==> src/rtl/seg7_scan_ctrl.sv <==
// Time-multiplexed scan controller feeding one shared seg7 decoder. Each digit gets a
// fixed slot with a blanked guard window; the display value is double-buffered per frame.
module seg7_scan_ctrl #(
    parameter int unsigned NUM_DIGITS       = 4,
    parameter int unsigned SCAN_DIV         = 50000,
    parameter int unsigned BLANK_GAP        = 16,
    parameter int unsigned DIGIT_ACTIVE_LOW = 1
) (
    input  logic                    clk,
    input  logic                    rst,
    input  logic                    enable,
    input  logic [4*NUM_DIGITS-1:0] value_in,
    input  logic                    load,
    input  logic                    lz_en,
    output logic [3:0]              dec_nibble,
    output logic                    seg_blank,
    output logic [NUM_DIGITS-1:0]   dig_sel,
    output logic                    frame_start,
    output logic                    upd_done
);
    localparam int unsigned VAL_W = 4 * NUM_DIGITS;
    localparam int unsigned CNT_W = $clog2(SCAN_DIV);
    localparam int unsigned IDX_W = $clog2(NUM_DIGITS);
    localparam logic [NUM_DIGITS-1:0] DIG_OFF = (DIGIT_ACTIVE_LOW != 0) ? '1 : '0;

    typedef enum logic [1:0] {
        S_IDLE  = 2'd0,
        S_GUARD = 2'd1,
        S_SHOW  = 2'd2
    } state_t;

    state_t                r_state;
    logic [IDX_W-1:0]      r_idx;
    logic [CNT_W-1:0]      r_cnt;
    logic [VAL_W-1:0]      r_display;
    logic [VAL_W-1:0]      r_pending;
    logic                  r_pend_valid;
    logic                  r_lz;
    logic [3:0]            r_dec_nibble;
    logic                  r_seg_blank;
    logic [NUM_DIGITS-1:0] r_dig_sel;
    logic                  r_frame_start;
    logic                  r_upd_done;

    logic                  w_commit;
    logic [VAL_W-1:0]      w_display_n;
    logic                  w_slot_end;
    logic                  w_guard_end;
    logic [IDX_W-1:0]      w_idx_next;
    logic [3:0]            w_nib_cur;
    logic [3:0]            w_nib_next;
    logic [NUM_DIGITS-1:0] w_onehot;
    logic [NUM_DIGITS-1:0] w_sel_on;
    logic [NUM_DIGITS-1:0] w_lz_blank;
    logic                  w_zero_run;

    // The cycle frame_start is high is the only commit point of the display buffer.
    assign w_commit = (r_state == S_GUARD) && (r_idx == '0) && (r_cnt == '0) && enable;

    always_comb begin
        w_display_n = r_display;
        if (w_commit) begin
            if (load) begin
                w_display_n = value_in;
            end else if (r_pend_valid) begin
                w_display_n = r_pending;
            end
        end
    end

    assign w_slot_end  = (r_cnt == CNT_W'(SCAN_DIV - 1));
    assign w_guard_end = (r_cnt == CNT_W'(BLANK_GAP - 1));
    assign w_idx_next  = (r_idx == IDX_W'(NUM_DIGITS - 1)) ? '0 : r_idx + IDX_W'(1);
    assign w_nib_cur   = w_display_n[{r_idx, 2'b00} +: 4];
    assign w_nib_next  = w_display_n[{w_idx_next, 2'b00} +: 4];
    assign w_onehot    = NUM_DIGITS'(1) << r_idx;
    assign w_sel_on    = (DIGIT_ACTIVE_LOW != 0) ? ~w_onehot : w_onehot;

    // Digit k is a leading zero when it and every more significant digit are zero.
    always_comb begin
        w_lz_blank = '0;
        w_zero_run = 1'b1;
        for (int k = NUM_DIGITS - 1; k >= 0; k--) begin
            w_zero_run    = w_zero_run && (w_display_n[4*k +: 4] == 4'd0);
            w_lz_blank[k] = (k != 0) && w_zero_run;
        end
    end

    always_ff @(posedge clk) begin
        if (rst) begin
            r_state       <= S_IDLE;
            r_idx         <= '0;
            r_cnt         <= '0;
            r_display     <= '0;
            r_pending     <= '0;
            r_pend_valid  <= 1'b0;
            r_lz          <= 1'b0;
            r_dec_nibble  <= 4'd0;
            r_seg_blank   <= 1'b1;
            r_dig_sel     <= DIG_OFF;
            r_frame_start <= 1'b0;
            r_upd_done    <= 1'b0;
        end else begin
            r_frame_start <= 1'b0;
            r_upd_done    <= w_commit && (load || r_pend_valid);
            r_display     <= w_display_n;

            if (w_commit) begin
                r_pend_valid <= 1'b0;
            end else if (load) begin
                r_pending    <= value_in;
                r_pend_valid <= 1'b1;
            end

            if (!enable) begin
                r_state      <= S_IDLE;
                r_idx        <= '0;
                r_cnt        <= '0;
                r_dec_nibble <= 4'd0;
                r_seg_blank  <= 1'b1;
                r_dig_sel    <= DIG_OFF;
            end else begin
                case (r_state)
                    S_IDLE: begin
                        r_state       <= S_GUARD;
                        r_idx         <= '0;
                        r_cnt         <= '0;
                        r_lz          <= lz_en;
                        r_frame_start <= 1'b1;
                        r_dec_nibble  <= w_display_n[3:0];
                        r_seg_blank   <= 1'b1;
                        r_dig_sel     <= DIG_OFF;
                    end
                    S_GUARD, S_SHOW: begin
                        if (w_slot_end) begin
                            r_state       <= S_GUARD;
                            r_idx         <= w_idx_next;
                            r_cnt         <= '0;
                            r_lz          <= lz_en;
                            r_frame_start <= (w_idx_next == '0);
                            r_dec_nibble  <= w_nib_next;
                            r_seg_blank   <= 1'b1;
                            r_dig_sel     <= DIG_OFF;
                        end else begin
                            r_cnt        <= r_cnt + CNT_W'(1);
                            r_dec_nibble <= w_nib_cur;
                            if ((r_state == S_GUARD) && w_guard_end) begin
                                r_state     <= S_SHOW;
                                r_dig_sel   <= w_sel_on;
                                r_seg_blank <= r_lz && w_lz_blank[r_idx];
                            end
                        end
                    end
                    default: begin
                        r_state <= S_IDLE;
                    end
                endcase
            end
        end
    end

    assign dec_nibble  = r_dec_nibble;
    assign seg_blank   = r_seg_blank;
    assign dig_sel     = r_dig_sel;
    assign frame_start = r_frame_start;
    assign upd_done    = r_upd_done;

endmodule

==> config.mk <==
export PLATFORM = sky130hd
export DESIGN_NAME = seg7_scan_ctrl
export DESIGN_NICKNAME = d
export VERILOG_FILES = /design/src/rtl/seg7_scan_ctrl.sv
export SDC_FILE = /design/constraint.sdc
export NUM_CORES = 1
export LEC_CHECK = 0
export ABC_CLOCK_PERIOD_IN_PS = 3100
export BUFFER_PORTS_ARGS = -buffer_cell sky130_fd_sc_hd__buf_2
export CAP_MARGIN = 20
export CORE_ASPECT_RATIO = 1.25
export CORE_MARGIN = 1
export CORE_UTILIZATION = 39
export DETAILED_ROUTE_END_ITERATION = 7
export SYNTH_ARGS = -nofsm -noshare
export SYNTH_HDL_FRONTEND = slang
export SYNTH_SLANG_ARGS = --single-unit
==> constraint.sdc <==
create_clock -name clk -period 3.1 [get_ports clk]
set_input_delay 0 -clock clk [delete_from_list [all_inputs] [get_ports clk]]
set_output_delay 0 -clock clk [all_outputs]
set_load 0.05 [all_outputs]
Word level (Yosys, flattened, before mapping)
Index checks and enable logic that the tools add are counted.
- add/sub/neg operators: 2
- reductions and logical operators: 24
- equality and inequality tests: 7
- bitwise operators: 3
- $lt $le $gt $ge: 1
- shift-type cells: 3
- muxes and demuxes: 25
- operators with widths (cell ; number):
    $mux W16 ; 4
    $pmux W16 S2 ; 1
    $shiftx A16 B5 Y4 ; 2
    $add A16 B1 Y16 const B ; 1
    $eq A16 B16 Y1 const B ; 1
    $eq A16 B4 Y1 const B ; 1
    $logic_not A16 Y1 ; 1
    $pmux W4 S2 ; 2
    $logic_not A4 Y1 ; 3
    $mux W4 ; 3
    $logic_and A1 B1 Y1 ; 8
    $mux W2 ; 4
    $pmux W2 S2 ; 2
    $logic_not A2 Y1 ; 3
    $pmux W1 S2 ; 3
    $reduce_and A2 Y1 ; 3
    $reduce_or A2 Y1 ; 3
    $mux W1 ; 5
    $eq A2 B2 Y1 const B ; 2
    $not A4 Y4 ; 1
    $shl A1 B2 Y4 const A ; 1
    $lt A2 B3 Y1 const B ; 1
    $ne A3 B3 Y1 const B ; 1
    $reduce_and A3 Y1 ; 1
    7 further kinds ; 8
- bits in registers: 65
- input port bits: 21
- output and inout bits: 11
- word-level logic and storage cells: 77

Depth between registers and ports, before layout
- depth after elaboration: 14
- depth in mapped cells: 12

Worst setup path after synthesis
OpenSTA, ideal clock, no wires.
- kind: flip-flop to flip-flop
- start point: register r_state[1]
- end point: register r_seg_blank (netlist: seg_blank)
- buffers on the path: 2
- setup time: 0.079 ns
- data arrival time: 2.440 ns
- cell stages (with the launch flop): 13
- slack: 0.581 ns
- cell sequence: dfxtp_1 -> inv_1 -> ha_1 -> nor4b_1 -> nand4_2 -> or3_1 -> buf_2 -> buf_6 -> o22ai_1 -> a21o_1 -> nand4_1 -> a211o_1 -> a211oi_2
- longest elaborated chain between the ends: 14
- elaborated cells on any way between the ends: 23
- classes of those cells: eq/ne (3); mux (6); reduce/logical (14)
- RTL lines (item ; line ; RTL):
    start, declared ; 32 ; state_t r_state;
    start signal, assigned ; 91 ; r_state <= S_IDLE;
    start signal, assigned ; 116 ; r_state <= S_IDLE;
    start signal, assigned ; 125 ; r_state <= S_GUARD;
    $eq A2 B1 Y1 ; 58, 123, 147 ;
    $logic_and A1 B1 Y1 (3 in series) ; 58 ; assign w_commit = (r_state == S_GUARD) && (r_idx == '0) && (r_cnt == '0) && enable;
    $mux W16 ; 62 ; if (w_commit) begin
    $logic_not A4 Y1 ; 84 ; w_zero_run = w_zero_run && (w_display_n[4*k +: 4] == 4'd0);
    $logic_and A1 B1 Y1 (2 in series) ; 84 ;
    $bmux W1 S2 ; 150 ; r_seg_blank <= r_lz && w_lz_blank[r_idx];
    $mux W1 (not written as such) ; 150 ;
    $logic_and A1 B1 Y1 ; 150 ;
    $mux W1 ; 147 ; if ((r_state == S_GUARD) && w_guard_end) begin
    $mux W1 ; 135 ; if (w_slot_end) begin
    $pmux W1 S2 ; 123 ; case (r_state)
    end signal, assigned ; 150 ;
    end, declared ; 40 ; logic r_seg_blank;
Parallel ways exist; a longest one is shown, timed or not. The select of a mux whose other input is x is not followed.
A chain may end at the register's enable or synchronous reset.

Worst setup path in the final report
- start point: register r_cnt[1]
- end point: register r_dec_nibble[0] (netlist: dec_nibble[0])
- longest elaborated chain between the ends: 7
- elaborated cells on any way between the ends: 9
- classes of those cells: eq/ne (1); shift (2); mux (3); reduce/logical (3)
- RTL lines (item ; line ; RTL):
    start, declared ; 34 ; logic [CNT_W-1:0] r_cnt;
    start signal, assigned ; 145 ; r_cnt <= r_cnt + CNT_W'(1);
    $logic_not A16 Y1 ; 58 ;
    $logic_and A1 B1 Y1 (2 in series) ; 58 ;
    $mux W16 ; 62 ;
    $shiftx A16 B5 Y4, on equally long branches ; 74, 75 ;
    $mux W4 ; 135 ;
    $pmux W4 S2 (*) ; 123 ;
    end signal, assigned ; 130 ; r_dec_nibble <= w_display_n[3:0];
    end signal, assigned ; 141 ; r_dec_nibble <= w_nib_next;
    end signal, assigned ; 146 ; r_dec_nibble <= w_nib_cur;
    end, declared ; 39 ; logic [3:0] r_dec_nibble;
Mark *: on every way between the ends. The rest lies on a longest branch, timed or not.

==> impl_metrics.csv <==
group,metric,value,unit
detailed_routing,drt-vias-per-instance,5.421,
place,hpwl,5505,um
floorplan,die_w,81.69,um
timing,final.setup.tns,0,ns
timing,max_freq,372.2,MHz
layout,area_growth_syn_to_layout,19.72,%
global_routing,grt_max_degree,37,
floorplan,ios,32,
layout,regArea,0.001301,mm2
detailed_routing,first_pass_iters,6,
layout,drive_gt1_share,13.72,%
logic_synthesis,synth_common_cells,"dfxtp_1, nand2_1, nor2_1",
timing,finalCritPeriodShare,86.66,%
worst_setup_path,rr_endpoint,"dec_nibble[0]$_SDFFE_PP0P_",
logic_synthesis,yosys.area_share.simple,23.77,%
global_routing,use_met2,35.90,%
detailed_routing,drtIter0Drc,109,
detailed_routing,post-route-drc-count,0,
logic_synthesis,synth_fa_ha_area_share,4.042,%
place,post_dp_cell_area,0.003321,mm2
hold_path,hold_end,"dig_sel[2]$_SDFFE_PP1P_",
status,status,"finished, final reports clean",
logic_synthesis,yosysMostFrequentCell,"dfxtp_1",
power_and_ir_drop,power_switching,0.4454,mW
clock_network,clkSinkCount,65,
worst_setup_path,r2r_slack,0.41,ns
worst_setup_path,path_max_fanout,8,
detailed_routing,detail-route-antenna-nets,0,
logic_synthesis,synth_top_family_by_area,"simple AND/OR/NAND/NOR gates",
worst_setup_path,crit_type,"flip-flop to flip-flop",
global_routing,gr-usage-met1,23.94,%
logic_synthesis,synth-main-ff-cell,"dfxtp_1",
clock_network,clock_latency,0.34,ns
timing,setup_viol,0,
clock_network,cts-root-buf,"clkbuf_8",
global_routing,track_usage,20.41,%
logic_synthesis,synth_area_leader_cell,"dfxtp_1",
hold_path,hold_path.class,"input port to flip-flop",
timing,tightest_slew,1.069,ns
worst_setup_path,critPathRequiredTime,3.37,ns
power_and_ir_drop,p_per_area,485.9,mW/mm2
global_routing,gr-usage-met3,4.414,%
hold_path,hold_depth,4,
logic_synthesis,ys_seq_area_share,42.04,%
worst_setup_path,worstSetupStartpointType,"flip-flop",
logic_synthesis,yosysWarnings,0,
place,place.port_buffers,31,
clock_network,max-clock-path-buffers,2,
global_routing,grt_overflow,0,
hold_path,hold_start,"enable",
timing,post-route-min-period,2.687,ns
worst_setup_path,crit_path_end_kind,"flip-flop",
global_routing,grt_pass1_wl,12850,um
power_and_ir_drop,p_int,1.355,mW
clock_network,cts_buffers,9,
logic_synthesis,synth-compound-area-share,19.60,%
layout,final.fill_count,739,
layout,design_area,0.003706,mm2
worst_setup_path,arrival,2.96,ns
logic_synthesis,ys_ff_latch,65,
clock_network,cts_setup_buffers,0,
global_routing,antenna_found_initial,0,
power_and_ir_drop,pwr-share-clk,40.2,%
detailed_routing,totalWireLength,7831,um
detailed_routing,route.vias.total,2830,
timing,slew_headroom,28.45,%
power_and_ir_drop,p_sw_share,24.73,%
worst_setup_path,r2r_start,"r_cnt[1]$_SDFFE_PP0P_",
floorplan,floorplan.initialDensity,41.10,%
global_routing,grt_pass1_vias,2727,
timing,hold_viol,0,
logic_synthesis,synthArstFlopShare,0,%
logic_synthesis,synth_top_area_share,42.04,%
timing,report.final.slew_viol_count,0,
power_and_ir_drop,power.leakage,1.434,nW
logic_synthesis,avgSynthCellArea,8.167,um2
power_and_ir_drop,comb_power_share,11.2,%
logic_synthesis,synth.distinct_cells,49,
logic_synthesis,synth.area.top_cells,"dfxtp_1, nand2_1, nor2_1",
worst_setup_path,r2r_cells,9,
logic_synthesis,synth-xor-area-share,3.112,%
layout,diodes,0,
floorplan,dieArea,0.008300,mm2
global_routing,top_usage_layer,"met2",
clock_network,htreeDepth,3,
layout,multi_input_area,0.001669,mm2
place,place_congestion,0.7687,
detailed_routing,wl_per_cell,15.00,um
timing,finalClockSkew,0.01112,ns
floorplan,die_h,101.6,um
flow_run,cap_violations,0,
layout,final_nets,457,
clock_network,clkTransAtPathRegs,0.07,ns
power_and_ir_drop,seqPwrFrac,48.6,%
floorplan,core.rowCount,35,
place,dp_slack,0.2534,ns
logic_synthesis,synth_area,0.003095,mm2
logic_synthesis,synthMuxAreaShare,3.072,%
floorplan,design.core.area,0.007532,mm2
timing,worst_slack,0.4134,ns
logic_synthesis,synth_nets,410,
logic_synthesis,synthCells,379,
timing,rsz0062_at_grt,"no",
power_and_ir_drop,ir_drop,0.2699,mV
clock_network,cts_tree,"yes",
logic_synthesis,synth-edff-count,0,
## placed cells by master, fill, tap and decap left out, types with 2 or more instances in the layout
master / n
o311a_1: 3
o22a_1: 4
and3_1: 4
xor2_1: 7
inv_1: 12
o22ai_1: 22
dlygate4sd3_1: 18
a21o_1: 9
mux2i_1: 5
nand2b_1: 5
clkbuf_8: 11
o221ai_1: 5
nand4_1: 5
nor2_1: 53
a21oi_1: 22
nand3_1: 10
buf_2: 31
nand2_1: 56
buf_4: 6
mux2_1: 3
o21ai_1: 4
nor2b_1: 2
o21ai_0: 10
clkinv_2: 2
dfxtp_1: 65
nor4_1: 6
nor3_1: 8
ha_1: 10
a31oi_1: 3
xnor2_1: 4
or3_1: 2
or3_4: 2
## routing by layer
metal  up-vias  routed length [um]
li1       1435                   -
met1      1314                3432
met2        64                3935
met3        17                 295
met4         0                 167
met5         -                   0
## power groups by stage
stage | combinational, mW | clock [mW] | sequential (mW)
after detailed placement | 0.184 | 0 | 0.894
after CTS | 0.201 | 0.740 | 0.875
after floorplan | 0.122 | 0 | 0.900
final | 0.202 | 0.724 | 0.875
after global placement | 0.181 | 0 | 0.894
after global routing | 0.225 | 0.780 | 0.877
## area by class of cell
type                       count  share of cell area [%]
tap                           92                   3.106
multi-input combinational    283                   45.04
clock buffer                  12                   4.186
inverter                      12                   1.215
timing repair buffer          55                   10.26
sequential                    65                   35.11
clock inverter                 3                   1.080
## critical path, cell delays in order, from the launching register on
cell     delay [ns]
dfxtp_1        0.40
ha_1           0.18
and3_1         0.23
nand3_1        0.18
nor3_2         0.33
nor2_1         0.10
nor2_1         0.51
mux2_1         0.40
o22a_1         0.16
a31oi_1        0.15
## how the worst max path moves through the flow
stage / slack [ns] / end / depth (start not counted) / start
6_report: 0.41 / dec_nibble[0]$_SDFFE_PP0P_ / 9 / r_cnt[1]$_SDFFE_PP0P_
5_1_grt: 0.18 / seg_blank$_SDFFE_PP1P_ / 10 / r_state[1]$_SDFFE_PP0P_
4_1_cts: 0.24 / seg_blank$_SDFFE_PP1P_ / 10 / r_state[1]$_SDFFE_PP0P_
3_5_place_dp: 0.25 / seg_blank$_SDFFE_PP1P_ / 10 / r_state[1]$_SDFFE_PP0P_
3_3_place_gp: 0.37 / seg_blank$_SDFFE_PP1P_ / 10 / r_state[1]$_SDFFE_PP0P_
2_1_floorplan: 0.58 / seg_blank$_SDFFE_PP1P_ / 12 / r_state[1]$_SDFFE_PP0P_
## stage by stage
stage	utilization [%]	instances	power, mW	hold slack (ns)
after floorplan	-	379	1.021	0.1360
after global placement	44.09	489	1.074	0.2377
after detailed placement	44.09	489	1.078	0.2542
after CTS	49.07	522	1.817	0.1263
after global routing	49.20	522	1.882	0.1765
final	49.20	522	1.801	0.1455
## state kept, by name, indices dropped and copies added (netlist names)
register and flops:
r_pend_valid 1, dec_nibble 4, upd_done 1, r_pending 16, r_lz 1, r_state 2, dig_sel 4, r_display 16
r_idx 2, r_cnt 16, frame_start 1, seg_blank 1
## timing repair
item / CTS / global route
resized for setup: 0 / 2
hold buffers: 18 / 0
setup endpoints to repair: 0 / 1
hold endpoints to repair: 19 / 0
## cell families after synthesis
family / Yosys count
compound gates: 92
xor+xnor: 11
fa+ha+maj: 10
buf+inv: 31
flops: 65
mux: 9
simple gates: 161
Power figures use the tool's default switching activity.
